$ cat src/rtl/ifetch_defs.sv
// Shared definitions for the instruction-fetch slice: fetch-entry layout,
// exception causes and fetch-state encoding.
package ifetch_defs;

   localparam logic [31:0] NOP_INSTR = 32'h0000_0013;

   localparam logic [3:0] EXC_INSTR_MISALIGNED   = 4'd0;
   localparam logic [3:0] EXC_INSTR_ACCESS_FAULT = 4'd1;

   localparam int PC_W       = 64;
   localparam int INSTR_W    = 32;
   localparam int EXC_EN_W   = 1;
   localparam int EXC_CODE_W = 4;
   localparam int EXC_VAL_W  = 64;
   localparam int ENTRY_W    = PC_W + INSTR_W + EXC_EN_W + EXC_CODE_W + EXC_VAL_W;

   typedef enum logic {
      ST_RUN  = 1'b0,
      ST_HALT = 1'b1
   } fetch_state_t;

   typedef struct packed {
      logic [PC_W-1:0]       pc;
      logic [INSTR_W-1:0]    instr;
      logic                  exc_en;
      logic [EXC_CODE_W-1:0] exc_code;
      logic [EXC_VAL_W-1:0]  exc_val;
   } fetch_entry_t;

endpackage

$ cat src/rtl/ifetch_unit_if.sv
// Fetch-unit bus: instruction-memory port, redirect input and decode handshake.
// master = fetch unit side, slave = memory/decode/execute environment side.
interface ifetch_unit_if;

   logic [63:0] imem_addr;
   logic [31:0] imem_instr;
   logic        imem_exc_en;
   logic [3:0]  imem_exc_code;
   logic [63:0] imem_exc_val;

   logic        redirect_en;
   logic [63:0] redirect_pc;

   logic        if_valid;
   logic        if_ready;
   logic [63:0] if_pc;
   logic [31:0] if_instr;
   logic        if_exc_en;
   logic [3:0]  if_exc_code;
   logic [63:0] if_exc_val;
   logic        fetch_halted;

   modport master (
      output imem_addr,
      input  imem_instr, imem_exc_en, imem_exc_code, imem_exc_val,
      input  redirect_en, redirect_pc,
      output if_valid,
      input  if_ready,
      output if_pc, if_instr, if_exc_en, if_exc_code, if_exc_val,
      output fetch_halted
   );

   modport slave (
      input  imem_addr,
      output imem_instr, imem_exc_en, imem_exc_code, imem_exc_val,
      output redirect_en, redirect_pc,
      input  if_valid,
      output if_ready,
      input  if_pc, if_instr, if_exc_en, if_exc_code, if_exc_val,
      input  fetch_halted
   );

endinterface

$ cat src/rtl/ifetch_unit_queue.sv
// ifetch_queue: DEPTH-entry synchronous FIFO of fetch entries with flush and
// simultaneous push/pop on a full queue. Only control state is reset.
module ifetch_queue
   import ifetch_defs::*;
#(
   parameter int DEPTH = 2
) (
   input  logic         clk,
   input  logic         rst,
   input  logic         i_flush,
   input  logic         i_push,
   input  fetch_entry_t i_data,
   input  logic         i_pop,
   output fetch_entry_t o_data,
   output logic         o_valid,
   output logic         o_full
);

   localparam int PTR_W = (DEPTH > 1) ? $clog2(DEPTH) : 1;
   localparam int CNT_W = $clog2(DEPTH + 1);
   localparam logic [CNT_W-1:0] FULL_CNT = CNT_W'(DEPTH);

   fetch_entry_t     r_mem [DEPTH];
   logic [PTR_W-1:0] r_wptr;
   logic [PTR_W-1:0] r_rptr;
   logic [CNT_W-1:0] r_count;

   logic w_do_pop;
   logic w_do_push;

   assign o_valid   = (r_count != '0);
   assign o_full    = (r_count == FULL_CNT);
   assign o_data    = r_mem[r_rptr];
   assign w_do_pop  = i_pop && o_valid && !i_flush;
   assign w_do_push = i_push && (!o_full || w_do_pop) && !i_flush;

   always_ff @(posedge clk) begin
      if (w_do_push) begin
         r_mem[r_wptr] <= i_data;
      end
   end

   // DEPTH is a power of two, so pointers wrap by natural overflow
   always_ff @(posedge clk) begin
      if (rst || i_flush) begin
         r_wptr  <= '0;
         r_rptr  <= '0;
         r_count <= '0;
      end else begin
         if (w_do_push) r_wptr <= r_wptr + PTR_W'(1);
         if (w_do_pop)  r_rptr <= r_rptr + PTR_W'(1);
         case ({w_do_push, w_do_pop})
            2'b10:   r_count <= r_count + CNT_W'(1);
            2'b01:   r_count <= r_count - CNT_W'(1);
            default: r_count <= r_count;
         endcase
      end
   end

endmodule

$ cat src/rtl/ifetch_unit.sv
// Instruction-fetch unit: owns the fetch PC, queues fetched entries for decode.
// Optional macro IFETCH_MISALIGN_CHECK_EN raises a misaligned-fetch exception.
module ifetch_unit
   import ifetch_defs::*;
#(
   parameter logic [63:0] RESET_PC = 64'h0000_0000_8000_0000,
   parameter int          DEPTH    = 2
) (
   input logic          clk,
   input logic          rst,
   ifetch_unit_if.master bus
);

   fetch_state_t r_state;
   fetch_state_t w_state_nxt;
   logic [63:0]  r_pc;

   logic         w_push;
   logic         w_pop;
   logic         w_full;
   logic         w_misalign;
   logic         w_head_vld;
   fetch_entry_t w_entry;
   fetch_entry_t w_head;

   assign bus.imem_addr = r_pc;

`ifdef IFETCH_MISALIGN_CHECK_EN
   assign w_misalign = (r_pc[1:0] != 2'b00);
`else
   assign w_misalign = 1'b0;
`endif

   assign w_pop  = w_head_vld && bus.if_ready;
   assign w_push = (r_state == ST_RUN) && (!w_full || w_pop) && !bus.redirect_en;

   always_comb begin
      w_entry.pc       = r_pc;
      w_entry.instr    = bus.imem_instr;
      w_entry.exc_en   = bus.imem_exc_en;
      w_entry.exc_code = bus.imem_exc_code;
      w_entry.exc_val  = bus.imem_exc_val;
      if (w_misalign) begin
         w_entry.exc_en   = 1'b1;
         w_entry.exc_code = EXC_INSTR_MISALIGNED;
         w_entry.exc_val  = r_pc;
      end
      if (w_entry.exc_en) begin
         w_entry.instr = NOP_INSTR;
      end
   end

   ifetch_queue #(
      .DEPTH (DEPTH)
   ) u_queue (
      .clk     (clk),
      .rst     (rst),
      .i_flush (bus.redirect_en),
      .i_push  (w_push),
      .i_data  (w_entry),
      .i_pop   (w_pop),
      .o_data  (w_head),
      .o_valid (w_head_vld),
      .o_full  (w_full)
   );

   // A faulting fetch keeps the PC on the faulting address
   always_ff @(posedge clk) begin
      if (rst) begin
         r_pc <= RESET_PC;
      end else if (bus.redirect_en) begin
         r_pc <= bus.redirect_pc;
      end else if (w_push && !w_entry.exc_en) begin
         r_pc <= r_pc + 64'd4;
      end
   end

   always_ff @(posedge clk) begin
      if (rst) r_state <= ST_RUN;
      else     r_state <= w_state_nxt;
   end

   always_comb begin
      w_state_nxt = r_state;
      if (bus.redirect_en) begin
         w_state_nxt = ST_RUN;
      end else if (w_push && w_entry.exc_en) begin
         w_state_nxt = ST_HALT;
      end
   end

   always_comb begin
      bus.fetch_halted = (r_state == ST_HALT);
   end

   always_comb begin
      bus.if_valid    = w_head_vld;
      bus.if_pc       = '0;
      bus.if_instr    = NOP_INSTR;
      bus.if_exc_en   = 1'b0;
      bus.if_exc_code = '0;
      bus.if_exc_val  = '0;
      if (w_head_vld) begin
         bus.if_pc       = w_head.pc;
         bus.if_instr    = w_head.instr;
         bus.if_exc_en   = w_head.exc_en;
         bus.if_exc_code = w_head.exc_code;
         bus.if_exc_val  = w_head.exc_val;
      end
   end

endmodule

$ cat src/flat_wrapper.sv
// flat-port wrapper written by rule: the top's interface ports become plain ports
module ifetch_unit_flat import ifetch_defs::*;
#(
   parameter logic [63:0] RESET_PC = 64'h0000_0000_8000_0000,
   parameter int          DEPTH    = 2
)
  (clk, rst, bus_imem_addr, bus_imem_instr, bus_imem_exc_en, bus_imem_exc_code, bus_imem_exc_val, bus_redirect_en, bus_redirect_pc, bus_if_valid, bus_if_ready, bus_if_pc, bus_if_instr, bus_if_exc_en, bus_if_exc_code, bus_if_exc_val, bus_fetch_halted);
  ifetch_unit_if bus_i ();
  input logic clk;
  input logic rst;
  output wire logic [$bits(bus_i.imem_addr)-1:0] bus_imem_addr;
  input wire logic [$bits(bus_i.imem_instr)-1:0] bus_imem_instr;
  input wire logic [$bits(bus_i.imem_exc_en)-1:0] bus_imem_exc_en;
  input wire logic [$bits(bus_i.imem_exc_code)-1:0] bus_imem_exc_code;
  input wire logic [$bits(bus_i.imem_exc_val)-1:0] bus_imem_exc_val;
  input wire logic [$bits(bus_i.redirect_en)-1:0] bus_redirect_en;
  input wire logic [$bits(bus_i.redirect_pc)-1:0] bus_redirect_pc;
  output wire logic [$bits(bus_i.if_valid)-1:0] bus_if_valid;
  input wire logic [$bits(bus_i.if_ready)-1:0] bus_if_ready;
  output wire logic [$bits(bus_i.if_pc)-1:0] bus_if_pc;
  output wire logic [$bits(bus_i.if_instr)-1:0] bus_if_instr;
  output wire logic [$bits(bus_i.if_exc_en)-1:0] bus_if_exc_en;
  output wire logic [$bits(bus_i.if_exc_code)-1:0] bus_if_exc_code;
  output wire logic [$bits(bus_i.if_exc_val)-1:0] bus_if_exc_val;
  output wire logic [$bits(bus_i.fetch_halted)-1:0] bus_fetch_halted;
  assign bus_imem_addr = bus_i.imem_addr;
  assign bus_i.imem_instr = bus_imem_instr;
  assign bus_i.imem_exc_en = bus_imem_exc_en;
  assign bus_i.imem_exc_code = bus_imem_exc_code;
  assign bus_i.imem_exc_val = bus_imem_exc_val;
  assign bus_i.redirect_en = bus_redirect_en;
  assign bus_i.redirect_pc = bus_redirect_pc;
  assign bus_if_valid = bus_i.if_valid;
  assign bus_i.if_ready = bus_if_ready;
  assign bus_if_pc = bus_i.if_pc;
  assign bus_if_instr = bus_i.if_instr;
  assign bus_if_exc_en = bus_i.if_exc_en;
  assign bus_if_exc_code = bus_i.if_exc_code;
  assign bus_if_exc_val = bus_i.if_exc_val;
  assign bus_fetch_halted = bus_i.fetch_halted;
  ifetch_unit #(.RESET_PC(RESET_PC), .DEPTH(DEPTH)) u_core (.clk(clk), .rst(rst), .bus(bus_i));
endmodule
$ cat config.mk
export PLATFORM = sky130hd
export DESIGN_NAME = ifetch_unit_flat
export DESIGN_NICKNAME = d
export VERILOG_FILES = /design/src/rtl/ifetch_defs.sv /design/src/rtl/ifetch_unit_if.sv /design/src/rtl/ifetch_unit_queue.sv /design/src/rtl/ifetch_unit.sv /design/src/flat_wrapper.sv
export SDC_FILE = /design/constraint.sdc
export NUM_CORES = 1
export LEC_CHECK = 0
export ABC_CLOCK_PERIOD_IN_PS = 14000
export CAP_MARGIN = 15
export CORE_MARGIN = 3
export CORE_UTILIZATION = 50
export CTS_CLUSTER_SIZE = 20
export DETAILED_ROUTE_END_ITERATION = 10
export HOLD_SLACK_MARGIN = 0.08
export MAX_ROUTING_LAYER = met4
export PLACE_DENSITY = 0.8
export SKIP_LAST_GASP = 1
export SYNTH_ARGS = -nofsm -noshare
export SYNTH_HDL_FRONTEND = slang
export SYNTH_SLANG_ARGS = --single-unit
$ cat constraint.sdc
create_clock -name clk -period 14 [get_ports clk]
set_input_delay 2.1 -clock clk [delete_from_list [all_inputs] [get_ports clk]]
set_output_delay 2.1 -clock clk [all_outputs]
set_load 0.005 [all_outputs]
==> run summary <==
Die Span Y -> 192 um
Synth Net Count -> 1524
Logic pwr share -> 0.098
DR DRC count -> 0
Fin. Hold Viols -> 0
setup TNS -> 0 ns
reg2reg path depth -> 5
DR iter-0 viols -> 959
CORE AREA -> 33900 um^2
die area -> 36900 um^2
RSZ-0062 raised after global routing -> no
routed length per instance -> 21.7 um
area delta synth->final -> 30.5%
Congestion Overflow GR -> 0
post-synthesis async set-or-reset flop share -> 0
hold slack -> 0.511 ns
Rows -> 67
CTS tree -> built
leading post-synthesis cells by cell area -> edfxtp_1, mux2i_1, dfxtp_1
worst-margin pin slew -> 1.13 ns
Critical Path End Type -> output port
via count -> 12138
initial antenna violation count -> 3
final setup violation count -> 0
Synth top area share -> 0.573
# clock sinks -> 400
router iterations before antenna repair -> 5
CTS Buffer Depth -> 3
CP max FO -> 59
GP Congestion -> 0.932
Clock Latency Late Sink -> 0.52 ns
hold buffer count at cts -> 0
internal power -> 2.15 mW
Seq pwr share -> 0.508
number of global-route vias before repair -> 12037
Place WS -> 7.96 ns
register area share after synthesis -> 0.653
Routed WL -> 46900 um
# H-tree levels -> 2
Leak Pwr -> 7.23 nW
largest net degree at the start of global routing -> 89
Hold Path Cell Cnt -> 2
Tcrit/Tclk final -> 0.400
synthesized area per cell -> 12.8 um^2
max cap viols -> 0
status -> finished clean
met2 wire length -> 23100 um
post-route antenna net violation count -> 0
Max Fclk -> 0.179 GHz
IO buf count -> 399
Critical Path Start Type -> flop
Starting Density -> 0.511
post-CTS sizing -> 0
clock skew -> 0.0215 ns
# Post-CTS Setup Buffers -> 0
DP HPWL -> 31800 um
Hold EP -> u_core.u_queue.r_rptr$_SDFFE_PP0P_
I/O pin cnt -> 400
R2R Path Start -> u_core.u_queue.r_count[0]$_SDFFE_PP0P_
Slew headroom -> 0.237
crit path DAT -> 3.50 ns
min-delay src -> u_core.u_queue.r_rptr$_SDFFE_PP0P_
placed instance area -> 21200 um^2
Switching Fraction -> 0.221
Total Nets Final -> 1850
#FFs+latches synth -> 400
DR vias/cell -> 5.62
cell area power density -> 122 nW/um^2
Post-Synthesis Cells -> 1353
Post-synth top flop -> edfxtp_1
r2r setup slk -> 10.19 ns
fin. max-slew vios -> 0
Critical Path RT -> 11.90 ns
final core utilization -> 0.667
Horiz. Die Dim -> 192 um
Reg-to-Reg End -> u_core.u_queue.r_mem[1][31]$_DFFE_PP_
Hold Crit Class -> reg -> reg
Worst VDD drop -> 0.107 mV
cell area after synthesis -> 17300 um^2
M1 wire length -> 17900 um
Clk network pwr share -> 0.394
met3 WL -> 4550 um
YS warnings -> 0
Netlist cell types -> 63
Crit Path Class -> reg -> out
Tmin final -> 5.60 ns
first-pass GRT wire length -> 69700 um
share of cells above drive strength 1 -> 0.0632
final design area excluding fillers -> 22600 um^2
final worst slack -> 8.40 ns
CTS Buf Count -> 40
gr usage total -> 0.253
clk root buf -> clkbuf_16
Worst-path clk slew -> 0.07 ns
number of enable flip-flop cells after synthesis -> 330
fillcell total -> 2452
biggest area consumer among synthesized cells -> edfxtp_1
top layer in use -> met4
switching power -> 612 uW
## power by group through the flow
stage	logic, mW	registers [mW]	clock network, mW
final	0.271	1.40	1.09
after CTS	0.273	1.40	1.11
after detailed placement	0.271	1.43	0
after global placement	0.266	1.43	0
after global routing	0.292	1.41	1.16
after floorplan	0.130	1.42	0
## layer usage
layer  track usage  up-vias
li1              -     5618
met1         0.306     5860
met2         0.422      574
met3        0.0622       86
met4        0.0734        0
met5             -        -
## final cells by class
cell class	instances	area, um^2	share of cell area
Sequential cell	400	11300	0.501
Multi-Input combinational cell	804	5200	0.230
Timing Repair Buffer	417	4110	0.182
Clock buffer	45	1050	0.0465
Tap cell	448	561	0.0248
Clock inverter	27	287	0.0127
Inverter	16	60.1	0.00266
Antenna cell	4	10.0	0.000443
## layout by cell type (no fill, tap or decap), types with 4 or more instances in the layout
| cell type | n |
|---|---|
| a211oi_1 | 10 |
| a21oi_1 | 17 |
| a311oi_1 | 17 |
| a31oi_1 | 6 |
| and3_1 | 7 |
| buf_4 | 18 |
| bufinv_16 | 6 |
| clkbuf_16 | 41 |
| clkdlybuf4s50_1 | 396 |
| clkinv_1 | 7 |
| clkinv_2 | 10 |
| clkinvlp_4 | 4 |
| dfxtp_1 | 69 |
| diode_2 | 4 |
| edfxtp_1 | 330 |
| inv_1 | 15 |
| mux2i_1 | 172 |
| nand2_1 | 61 |
| nand2b_1 | 4 |
| nand3_1 | 30 |
| nand4_1 | 35 |
| nor2_1 | 222 |
| nor2b_1 | 32 |
| nor3_1 | 19 |
| nor4_1 | 23 |
| o211ai_1 | 7 |
| o21a_1 | 6 |
| o21ai_0 | 16 |
| o311ai_0 | 4 |
| o31ai_1 | 9 |
| or2_2 | 4 |
| or3_1 | 13 |
| or4_1 | 15 |
| xnor2_1 | 20 |
| xor2_1 | 7 |
## worst max-delay path by stage
stage	startpoint	end	slack, ns	cells after the start
detailed placement	bus_if_ready	u_core.u_queue.r_mem[1][107]$_DFFE_PP_	7.96	6
global placement	bus_if_ready	u_core.u_queue.r_mem[1][103]$_DFFE_PP_	8.03	6
finish	flop	bus_if_exc_val[23]	8.40	4
global route	flop	bus_if_exc_code[0]	8.14	4
floorplan	bus_redirect_en	u_core.u_queue.r_mem[0][0]$_DFFE_PP_	3.53	5
CTS	flop	bus_if_exc_code[0]	8.28	4
## cell usage after synthesis (15+ instances only)
cell type,count
mux2i_1,172
clkbuf_1,50
nand4_1,35
o21ai_0,16
dfxtp_1,70
inv_1,15
a311oi_1,17
a21oi_1,17
nand3_1,30
nor4_1,23
nor2b_1,32
nor3_1,19
buf_1,16
nor2_1,224
edfxtp_1,330
xnor2_1,20
nand2_1,61
or4_1,15
buf_4,64
## critical path, cell delays in order (launching register included)
cell             delay, ns
dfxtp_4               1.02
buf_4                 0.90
mux2i_1               0.30
nor2_1                0.17
clkdlybuf4s50_1       0.53
## cells by family (layout without fill, tap and decap cells)
logic type | Yosys count | after routing | share of synthesized area
simple gates | 490 | 490 | 0.138
xor+xnor | 27 | 27 | 0.0137
fa+ha+maj | 2 | 2 | 0.00145
buf+inv | 149 | 505 | 0.0471
compound gates | 111 | 111 | 0.0459
other cells | 0 | 4 | 0
mux | 174 | 174 | 0.101
flops | 400 | 400 | 0.653
## registers in the layout, summed over array words and instances, names as in the netlist, named ones only
signal / flops
u_core.u_queue.r_rptr: 1
u_core.u_queue.r_wptr: 1
u_core.bus.imem_addr: 64
u_core.bus.fetch_halted: 1
u_core.u_queue.r_mem: 330
u_core.u_queue.r_count: 2
## metrics by stage
step | cells | power, mW
finish | 2161 | 2.77
global route | 2160 | 2.86
CTS | 2157 | 2.78
detailed placement | 2085 | 1.70
global placement | 2085 | 1.69
floorplan | 1353 | 1.55
Note: power is estimated with default switching activity, not from simulation.
